`src/rtl/led_pkg.sv`:
```
// led_pkg: shared types for the LED sequencer.
// Holds the 2-bit display mode enum, the mode count and the mode-advance helper.
package led_pkg;

   typedef enum logic [1:0] {
      SHIFT_L = 2'd0,
      SHIFT_R = 2'd1,
      BOUNCE  = 2'd2,
      FILL    = 2'd3
   } mode_e;

   localparam int MODE_COUNT = 4;

   // Advance to the next mode, wrapping FILL back to SHIFT_L.
   function automatic mode_e next_mode(input mode_e m);
      return mode_e'(2'((int'(m) + 1) % MODE_COUNT));
   endfunction

endpackage

```
`src/rtl/button_debounce.sv`:
```
// button_debounce: conditions the asynchronous mode button.
// Two-flop synchroniser, then (when LED_SEQ_DEBOUNCE_EN is defined) a stability
// counter that only lets the filtered level change after DB_CYCLES consecutive
// cycles of disagreement. press is a one-cycle pulse on the conditioned 0->1 edge.
// Without LED_SEQ_DEBOUNCE_EN the synchronised level is used directly and no
// counter is built.
module button_debounce
   import led_pkg::*;
#(
   parameter int DB_CYCLES = 2_000_000
) (
   input  logic clk,
   input  logic rst,
   input  logic btn,
   output logic press
);

   logic [1:0] sync_q;
   logic       level;
   logic       level_d;

   // Two-flop synchroniser; nothing downstream sees btn before sync_q[1].
   always_ff @(posedge clk or posedge rst) begin
      if (rst) sync_q <= 2'b00;
      else     sync_q <= {sync_q[0], btn};
   end

`ifdef LED_SEQ_DEBOUNCE_EN
   localparam int CW = (DB_CYCLES > 1) ? $clog2(DB_CYCLES) : 1;

   logic [CW-1:0] db_cnt;
   logic          filt_q;

   // Stability window: count cycles where the input disagrees with the filtered level.
   always_ff @(posedge clk or posedge rst) begin
      if (rst) begin
         db_cnt <= '0;
         filt_q <= 1'b0;
      end else if (sync_q[1] == filt_q) begin
         db_cnt <= '0;
      end else if (db_cnt == CW'(DB_CYCLES - 1)) begin
         filt_q <= sync_q[1];
         db_cnt <= '0;
      end else begin
         db_cnt <= db_cnt + CW'(1);
      end
   end

   assign level = filt_q;
`else
   assign level = sync_q[1];
`endif

   // Previous conditioned level, for rising-edge detection.
   always_ff @(posedge clk or posedge rst) begin
      if (rst) level_d <= 1'b0;
      else     level_d <= level;
   end

   assign press = level & ~level_d;

endmodule

```
`src/rtl/led_sequencer.sv`:
```
// led_sequencer: steps an N_LED-wide pattern every STEP_CYCLES clocks while run
// is high. The mode button cycles SHIFT_L -> SHIFT_R -> BOUNCE -> FILL.
// Optional build macro: LED_SEQ_DEBOUNCE_EN enables the button stability filter.
// led is always the decode of the next state, so a step or a mode change shows
// on the LEDs on the same edge that updates the state.
module led_sequencer
   import led_pkg::*;
#(
   parameter int N_LED       = 8,
   parameter int STEP_CYCLES = 100_000_000,
   parameter int DB_CYCLES   = 2_000_000
) (
   input  logic             clk,
   input  logic             rst,
   input  logic             run,
   input  logic             mode_btn,
   output logic [N_LED-1:0] led,
   output logic [1:0]       mode
);

   localparam int PW = $clog2(N_LED) + 1;
   localparam int SW = (STEP_CYCLES > 1) ? $clog2(STEP_CYCLES) : 1;
   localparam logic [PW-1:0] POS_LAST   = PW'(N_LED - 1);
   localparam logic [PW-1:0] LEVEL_FULL = PW'(N_LED);
   localparam logic [SW-1:0] CNT_LAST   = SW'(STEP_CYCLES - 1);

   mode_e         mode_q, mode_n;
   logic [PW-1:0] pos_q, pos_n;
   logic [PW-1:0] level_q, level_n;
   logic          dir_q, dir_n;      // 0 = up, 1 = down (BOUNCE only)
   logic [SW-1:0] cnt_q, cnt_n;
   logic          press;
   logic          step;

   // Pattern decode: one-hot at pos for the moving modes, low 'lv' bits for FILL.
   function automatic logic [N_LED-1:0] pattern(input mode_e m,
                                                input logic [PW-1:0] p,
                                                input logic [PW-1:0] lv);
      logic [N_LED:0] fill;
      fill = ((N_LED + 1)'(1) << lv) - (N_LED + 1)'(1);
      if (m == FILL) return fill[N_LED-1:0];
      else           return N_LED'(1) << p;
   endfunction

   button_debounce #(
      .DB_CYCLES (DB_CYCLES)
   ) u_debounce (
      .clk   (clk),
      .rst   (rst),
      .btn   (mode_btn),
      .press (press)
   );

   assign step = run && (cnt_q == CNT_LAST);

   // Next state: a press restarts everything and swallows any coincident step.
   always_comb begin
      mode_n  = mode_q;
      pos_n   = pos_q;
      level_n = level_q;
      dir_n   = dir_q;
      cnt_n   = cnt_q;
      if (press) begin
         mode_n  = next_mode(mode_q);
         pos_n   = '0;
         level_n = PW'(1);
         dir_n   = 1'b0;
         cnt_n   = '0;
      end else if (step) begin
         cnt_n = '0;
         case (mode_q)
            SHIFT_L: pos_n = (pos_q == POS_LAST) ? '0 : pos_q + PW'(1);
            SHIFT_R: pos_n = (pos_q == '0) ? POS_LAST : pos_q - PW'(1);
            BOUNCE: begin
               if (!dir_q) begin
                  if (pos_q == POS_LAST) begin
                     pos_n = pos_q - PW'(1);
                     dir_n = 1'b1;
                  end else begin
                     pos_n = pos_q + PW'(1);
                  end
               end else begin
                  if (pos_q == '0) begin
                     pos_n = PW'(1);
                     dir_n = 1'b0;
                  end else begin
                     pos_n = pos_q - PW'(1);
                  end
               end
            end
            FILL:    level_n = (level_q == LEVEL_FULL) ? PW'(1) : level_q + PW'(1);
            default: pos_n = pos_q;
         endcase
      end else if (run) begin
         cnt_n = cnt_q + SW'(1);
      end
   end

   // State and LED register; led is cleared only while in reset.
   always_ff @(posedge clk or posedge rst) begin
      if (rst) begin
         mode_q  <= SHIFT_L;
         pos_q   <= '0;
         level_q <= PW'(1);
         dir_q   <= 1'b0;
         cnt_q   <= '0;
         led     <= '0;
      end else begin
         mode_q  <= mode_n;
         pos_q   <= pos_n;
         level_q <= level_n;
         dir_q   <= dir_n;
         cnt_q   <= cnt_n;
         led     <= pattern(mode_n, pos_n, level_n);
      end
   end

   assign mode = mode_q;

endmodule

```
`config.mk`:
```
export PLATFORM = sky130hd
export DESIGN_NAME = led_sequencer
export DESIGN_NICKNAME = d
export VERILOG_FILES = /design/src/rtl/led_pkg.sv /design/src/rtl/button_debounce.sv /design/src/rtl/led_sequencer.sv
export SDC_FILE = /design/constraint.sdc
export NUM_CORES = 1
export LEC_CHECK = 0
export CAP_MARGIN = 30
export CORE_MARGIN = 5
export CORE_UTILIZATION = 45
export DETAILED_ROUTE_END_ITERATION = 8
export GPL_TIMING_DRIVEN = 0
export PLACE_DENSITY = 0.72
export SYNTH_ARGS = -nofsm -noshare
export SYNTH_HDL_FRONTEND = slang
export SYNTH_SLANG_ARGS = --single-unit
```
`constraint.sdc`:
```
create_clock -name clk -period 9.1 [get_ports clk]
set_input_delay 1.82 -clock clk [delete_from_list [all_inputs] [get_ports clk]]
set_output_delay 1.82 -clock clk [all_outputs]
set_load 0.01 [all_outputs]
```
# Yosys cells after proc, flatten, opt, wreduce, memory -nomap -nowiden
# Cells that the tools add are included.
[word_totals]
regBits = 49
input_bits = 4
output_inout_bits = 10
wordCells = 55
[op_classes]
addsub = 6
n_eq_ne = 7
n_shift = 2
muxes = 23
bitwise = 2
reduce_logical = 7
[op_table]
columns = ["cell", "n"]
rows = [
  ["2-to-1 mux 27 bit", 3],
  ["2-to-1 mux 4 bit", 11],
  ["adder 27 x 1 -> 27 bit (second input constant)", 1],
  ["== test 27 bit (second input constant)", 1],
  ["left shift 1 x 4 -> 8 bit (first input constant)", 2],
  ["one-hot mux 4 bit (3 select lines)", 1],
  ["adder 4 x 1 -> 4 bit (second input constant)", 2],
  ["2-to-1 mux 8 bit", 1],
  ["subtractor 8 x 2 -> 8 bit (second input constant)", 1],
  ["== test 2 bit (second input constant)", 3],
  ["2-to-1 mux 1 bit", 6],
  ["== test 4 x 3 -> 1 bit (second input constant)", 1],
  ["== test 4 bit (second input constant)", 1],
  ["zero test 4 bit", 1],
  ["nonzero test 2 bit", 2],
  ["subtractor 4 x 1 -> 4 bit (second input constant)", 1],
  ["nonzero test 3 bit", 1],
  ["adder 2 x 1 -> 2 bit (second input constant)", 1],
  ["== test 2 x 1 -> 1 bit (second input constant)", 1],
  ["zero test 2 bit", 1],
  ["2-to-1 mux 2 bit", 1],
  ["AND reduction 2 bit", 1],
  ["AND 1 bit", 1],
  ["logical AND 1 bit", 1],
  ["NOT 1 bit", 1],
]

# Logic depth before layout (Yosys ltp)
# Gate-level depths: netlist of the first run.
[logic_depth]
depth_word = 8
depth_mapped = 13

# Modules after synthesis
# A second synthesis of the first run with hierarchy kept.
[hier_totals]
cells_unflattened = 331
area_unflattened_um2 = 3072.9
[modules_own_cells]
columns = ["mod", "n_inst", "cells_per_inst", "area_per_inst_um2", "seq_area_each_um2"]
rows = [
  ["led_sequencer", 1, 326, 2980.4, 1152.4],
  ["button_debounce", 1, 5, 92.6, 75.1],
]

# Least setup slack after synthesis of the first run
# Ideal clock, no wire load.
[synth_path]
kind = "input to register"
start = "in run"
end = "reg led[6]"
setup_time_ns = 0.087
t_arrival_ns = 4.281
required_time_ns = 9.013
slack_ns = 4.733
stages = 12
path_buffers = 1
path_cell_list = "or4b_1 or4_4 buf_6 o211ai_1 o31ai_2 or2_1 nor3_1 inv_1 ha_1 nor3_1 a21oi_1 o211ai_1"
[synth_via]
elab_chain_cells = 6
word_cells_on_any_way = 9
[synth_lines]
columns = ["element", "line", "rtl"]
rows = [
  ["start, declared", "led_sequencer.sv:15", "input logic run,"],
  ["logical AND 1 bit", "led_sequencer.sv:54", "assign step = run && (cnt_q == CNT_LAST);"],
  ["2-to-1 mux 4 bit", "led_sequencer.sv:69", "end else if (step) begin"],
  ["2-to-1 mux 4 bit", "led_sequencer.sv:63", "if (press) begin"],
  ["named net level_n[2]", "led_sequencer.sv:29", "logic [PW-1:0] level_q, level_n;"],
  ["left shift 1 x 4 -> 8 bit", "led_sequencer.sv:40", "fill = ((N_LED + 1)'(1) << lv) - (N_LED + 1)'(1);"],
  ["subtractor 8 x 2 -> 8 bit", "led_sequencer.sv:40", ""],
  ["2-to-1 mux 8 bit", "led_sequencer.sv:41", "if (m == FILL) return fill[N_LED-1:0];"],
  ["end signal, assigned", "led_sequencer.sv:114", "led <= pattern(mode_n, pos_n, level_n);"],
  ["end, declared", "led_sequencer.sv:17", "output logic [N_LED-1:0] led,"],
]
# The timed path passes the listed nets, and every way through them passes these cells.
# A chain may end at the register's enable or synchronous reset.

# Worst setup path after layout of the first run
# Ends and elaborated chain as after synthesis.

==> results of run 1 <==
[Yosys cell counts, drive strengths merged, types with 3 or more instances]
cell type / count / area share
o31ai: 7 / 0.019
ha: 12 / 0.050
a31oi: 3 / 0.0063
nand2: 28 / 0.035
o211ai: 7 / 0.019
and3: 7 / 0.015
nand4: 5 / 0.011
buf: 3 / 0.0063
mux2i: 5 / 0.017
o21ai: 22 / 0.038
nand2b: 8 / 0.017
xnor2: 9 / 0.026
a21oi: 11 / 0.021
nor3: 11 / 0.026
inv: 21 / 0.026
dfrtp: 48 / 0.40
and2: 3 / 0.0063
clkbuf: 7 / 0.0088
mux2: 5 / 0.019
nor2: 32 / 0.040
or3: 4 / 0.010
o22ai: 4 / 0.011
xor2: 11 / 0.032
and4: 3 / 0.0088
nand3: 17 / 0.029
[final cells by class]
class	count	share of cell area
multi-input cells	244	0.491
clock buffers	5	0.0208
well taps	77	0.0291
plain buffers	10	0.0136
clock inverters	3	0.00642
flip-flops and latches	49	0.370
repair buffers	14	0.0453
inverters	21	0.0238
[flip-flops by register name, summed over array words and instances (netlist names)]
signal              cells
dir_q                   1
u_debounce.level_d      1
u_debounce.sync_q       2
led                     8
pos_q                   4
mode                    2
level_q                 4
cnt_q                  27
[critical path, stage by stage]
cell             delay (ps)
clkdlybuf4s50_1         570
or4b_1                  450
or4_4                   460
buf_6                   180
o211ai_1                210
o31ai_2                 160
or2_1                   270
nor3_1                  200
inv_1                    70
ha_1                    270
nor3_1                  210
a21oi_1                  60
o211ai_1                170
[worst max path at each step]
stage,depth (start not counted),slack [ps],from,endpoint
after floorplan,12,4730,run,led[6]$_DFF_PP0_
after global placement,13,4000,run,led[6]$_DFF_PP0_
after detailed placement,13,3920,run,led[6]$_DFF_PP0_
after CTS,13,4230,run,led[6]$_DFF_PP0_
after global routing,13,4040,run,led[4]$_DFF_PP0_
final,13,4220,run,led[6]$_DFF_PP0_
[metrics by stage]
step,std cells,utilization,worst slack (ps)
4_1_cts,423,0.519,4230
3_3_place_gp,414,0.502,4000
3_5_place_dp,415,0.505,3920
5_1_grt,423,0.519,4040
6_report,423,0.519,4220
2_1_floorplan,324,-,4730
[per-layer routing]
| metal | global-route usage | part of all wire | vias to the layer above |
|---|---|---|---|
| met3 | 0.0281 | 0.041 | 13 |
| met2 | 0.254 | 0.48 | 60 |
| li1 | - | - | 1197 |
| met4 | 0.0672 | 0.018 | 0 |
| met1 | 0.214 | 0.46 | 1179 |
| met5 | 0 | 0 | - |
[cells by family after synthesis]
family                     after synthesis  share of synthesized area
AOI/OAI and AO/OA                       67                      0.153
xor gates and xnor gates                20                     0.0588
adders and majority gates               12                     0.0504
buffers and inverters                   31                     0.0416
DFF                                     49                      0.412
muxes                                   10                     0.0357
and+or+nand+nor                        135                      0.249
[power groups by stage]
stage	clock [uW]	sequential (uW)	combinational, uW
global route	147	243	142
detailed placement	0	246	125
CTS	137	242	126
floorplan	0	244	85.1
finish	135	242	126
global placement	0	246	119
==> run summary, run 1 <==
Max-Cap Viols - 0
final-layout fill cell count - 585
Power Total - 503 uW
worst r2r path cells - 12
Area after DPL - 0.00322 mm^2
Nets - 361
H-tree Lvls - 2
CP endpoint kind - flip-flop
routed length per instance - 15.1 um
global route overflow - 0
most common flop cell mapped by yosys - dfrtp_1
Post-CTS Setup Inserts - 0
Static Leak - 0.00137 uW
clock slew at reported path FFs - 90 ps
# setup viols final - 0
Worst slew margin - 0.507
Multi-input gate area - 0.00163 mm^2
RSZ-0062 raised after global routing - no
vias per inst - 5.79
DR iter-0 viols - 119
Post-route DRC - 0
Clk Latency, worst-skew pair - 310 ps
post-route cell area - 0.00331 mm^2
max-slew violations - 0
Starting Density - 0.466
Reg power frac - 0.481
GRT Util Overall - 0.160
PostCTS Resize Cnt - 0
GPL Wtd Cong - 0.841
Tmin final - 4880 ps
die width - 91.3 um
HP Start - u_debounce.sync_q[0]$_DFF_PP0_
Clock Tree Buf Depth - 2
Post-DRT Antenna Nets - 0
Worst Tran Pin Value - 735 ps
setup TNS - 0 ps
hold path depth - 0
clock network power share - 0.268
Die Area - 0.00834 mm^2
cell area power density - 152 mW/mm^2
post-synthesis cell count - 324
crit share post-route - 0.536
Int Power - 332 uW
CTS Buf Count - 5
Worst Hold End - u_debounce.sync_q[1]$_DFF_PP0_
Synth Warn # - 0
Max Fanout on Critical Path - 10
switching share of power - 0.340
Unique masters post-synth - 61
crit path launch type - input port
post-synthesis sequential area ratio - 0.412
Post-Syn Nets - 340
ant diodes - 0
critical path data required time - 9330 ps
Clock Sinks - 49
row cnt - 29
Post-CTS Hold Buffers - 0
CORE AREA - 0.00639 mm^2
IO Count - 14
syn avg cell area - 9.19 um^2
antenna violations before repair - 0
number of global-route vias before repair - 2398
global-route wire length before repair - 11200 um
critical path type - in2reg
port buffer count - 13
Psw - 171 uW
maximum VDD drop - 0.0000940 V
type of the worst min-delay path - reg2reg
Post-synth EDFFs - 0
register bit count reported by yosys - 49
most frequent cells in the layout - dfrtp_1 (48), nor2_1 (32), nand2_1 (28)
post-DP HPWL - 4640 um
R2R setup slack - 5670 ps
Critical Path AT - 5110 ps
clk_skew - 8.71 ps
CTS tree - done
commonest non-fill, non-tap cell in the layout - dfrtp_1
Reg2Reg Launch Point - cnt_q[12]$_DFFE_PP0P_
Async S/R FF share, synth - 1.00
DR pass1 iterations - 4
Final Hold Violating Endpoints - 0
Reg area - 0.00123 mm^2
Gate power share - 0.251
clk root buf - clkbuf_8
Layout area overhead - 11.3%
Worst R2R End - led[6]$_DFF_PP0_
Fin Hold WS - 358 ps
height of the die - 91.3 um
cell area after synthesis - 0.00298 mm^2
Max Clock Freq - 0.205 GHz
outcome - completed
routed vias - 2449
layout cells sized above 1 - 0.0838
largest net degree at the start of global routing - 32
WL final - 6370 um
No activity file was read; power rests on OpenSTA's default activity.
==> run 2: changes to the inputs <==
==> constraint.sdc (replaced) <==
create_clock -name clk -period 5 [get_ports clk]
set_input_delay 1 -clock clk [delete_from_list [all_inputs] [get_ports clk]]
set_output_delay 1 -clock clk [all_outputs]
set_load 0.01 [all_outputs]
==> results of run 2 <==
Same layout as run 1 (identical final DEF). Status: completed.
Among the figures that moved: setup slack after placement 3920 ps -> 644 ps; setup slack after layout 4220 ps -> 942 ps; register-to-register setup slack 5670 ps -> 1570 ps; total power 503 uW -> 916 uW; worst IR drop on VDD 0.0000940 V -> 0.000171 V
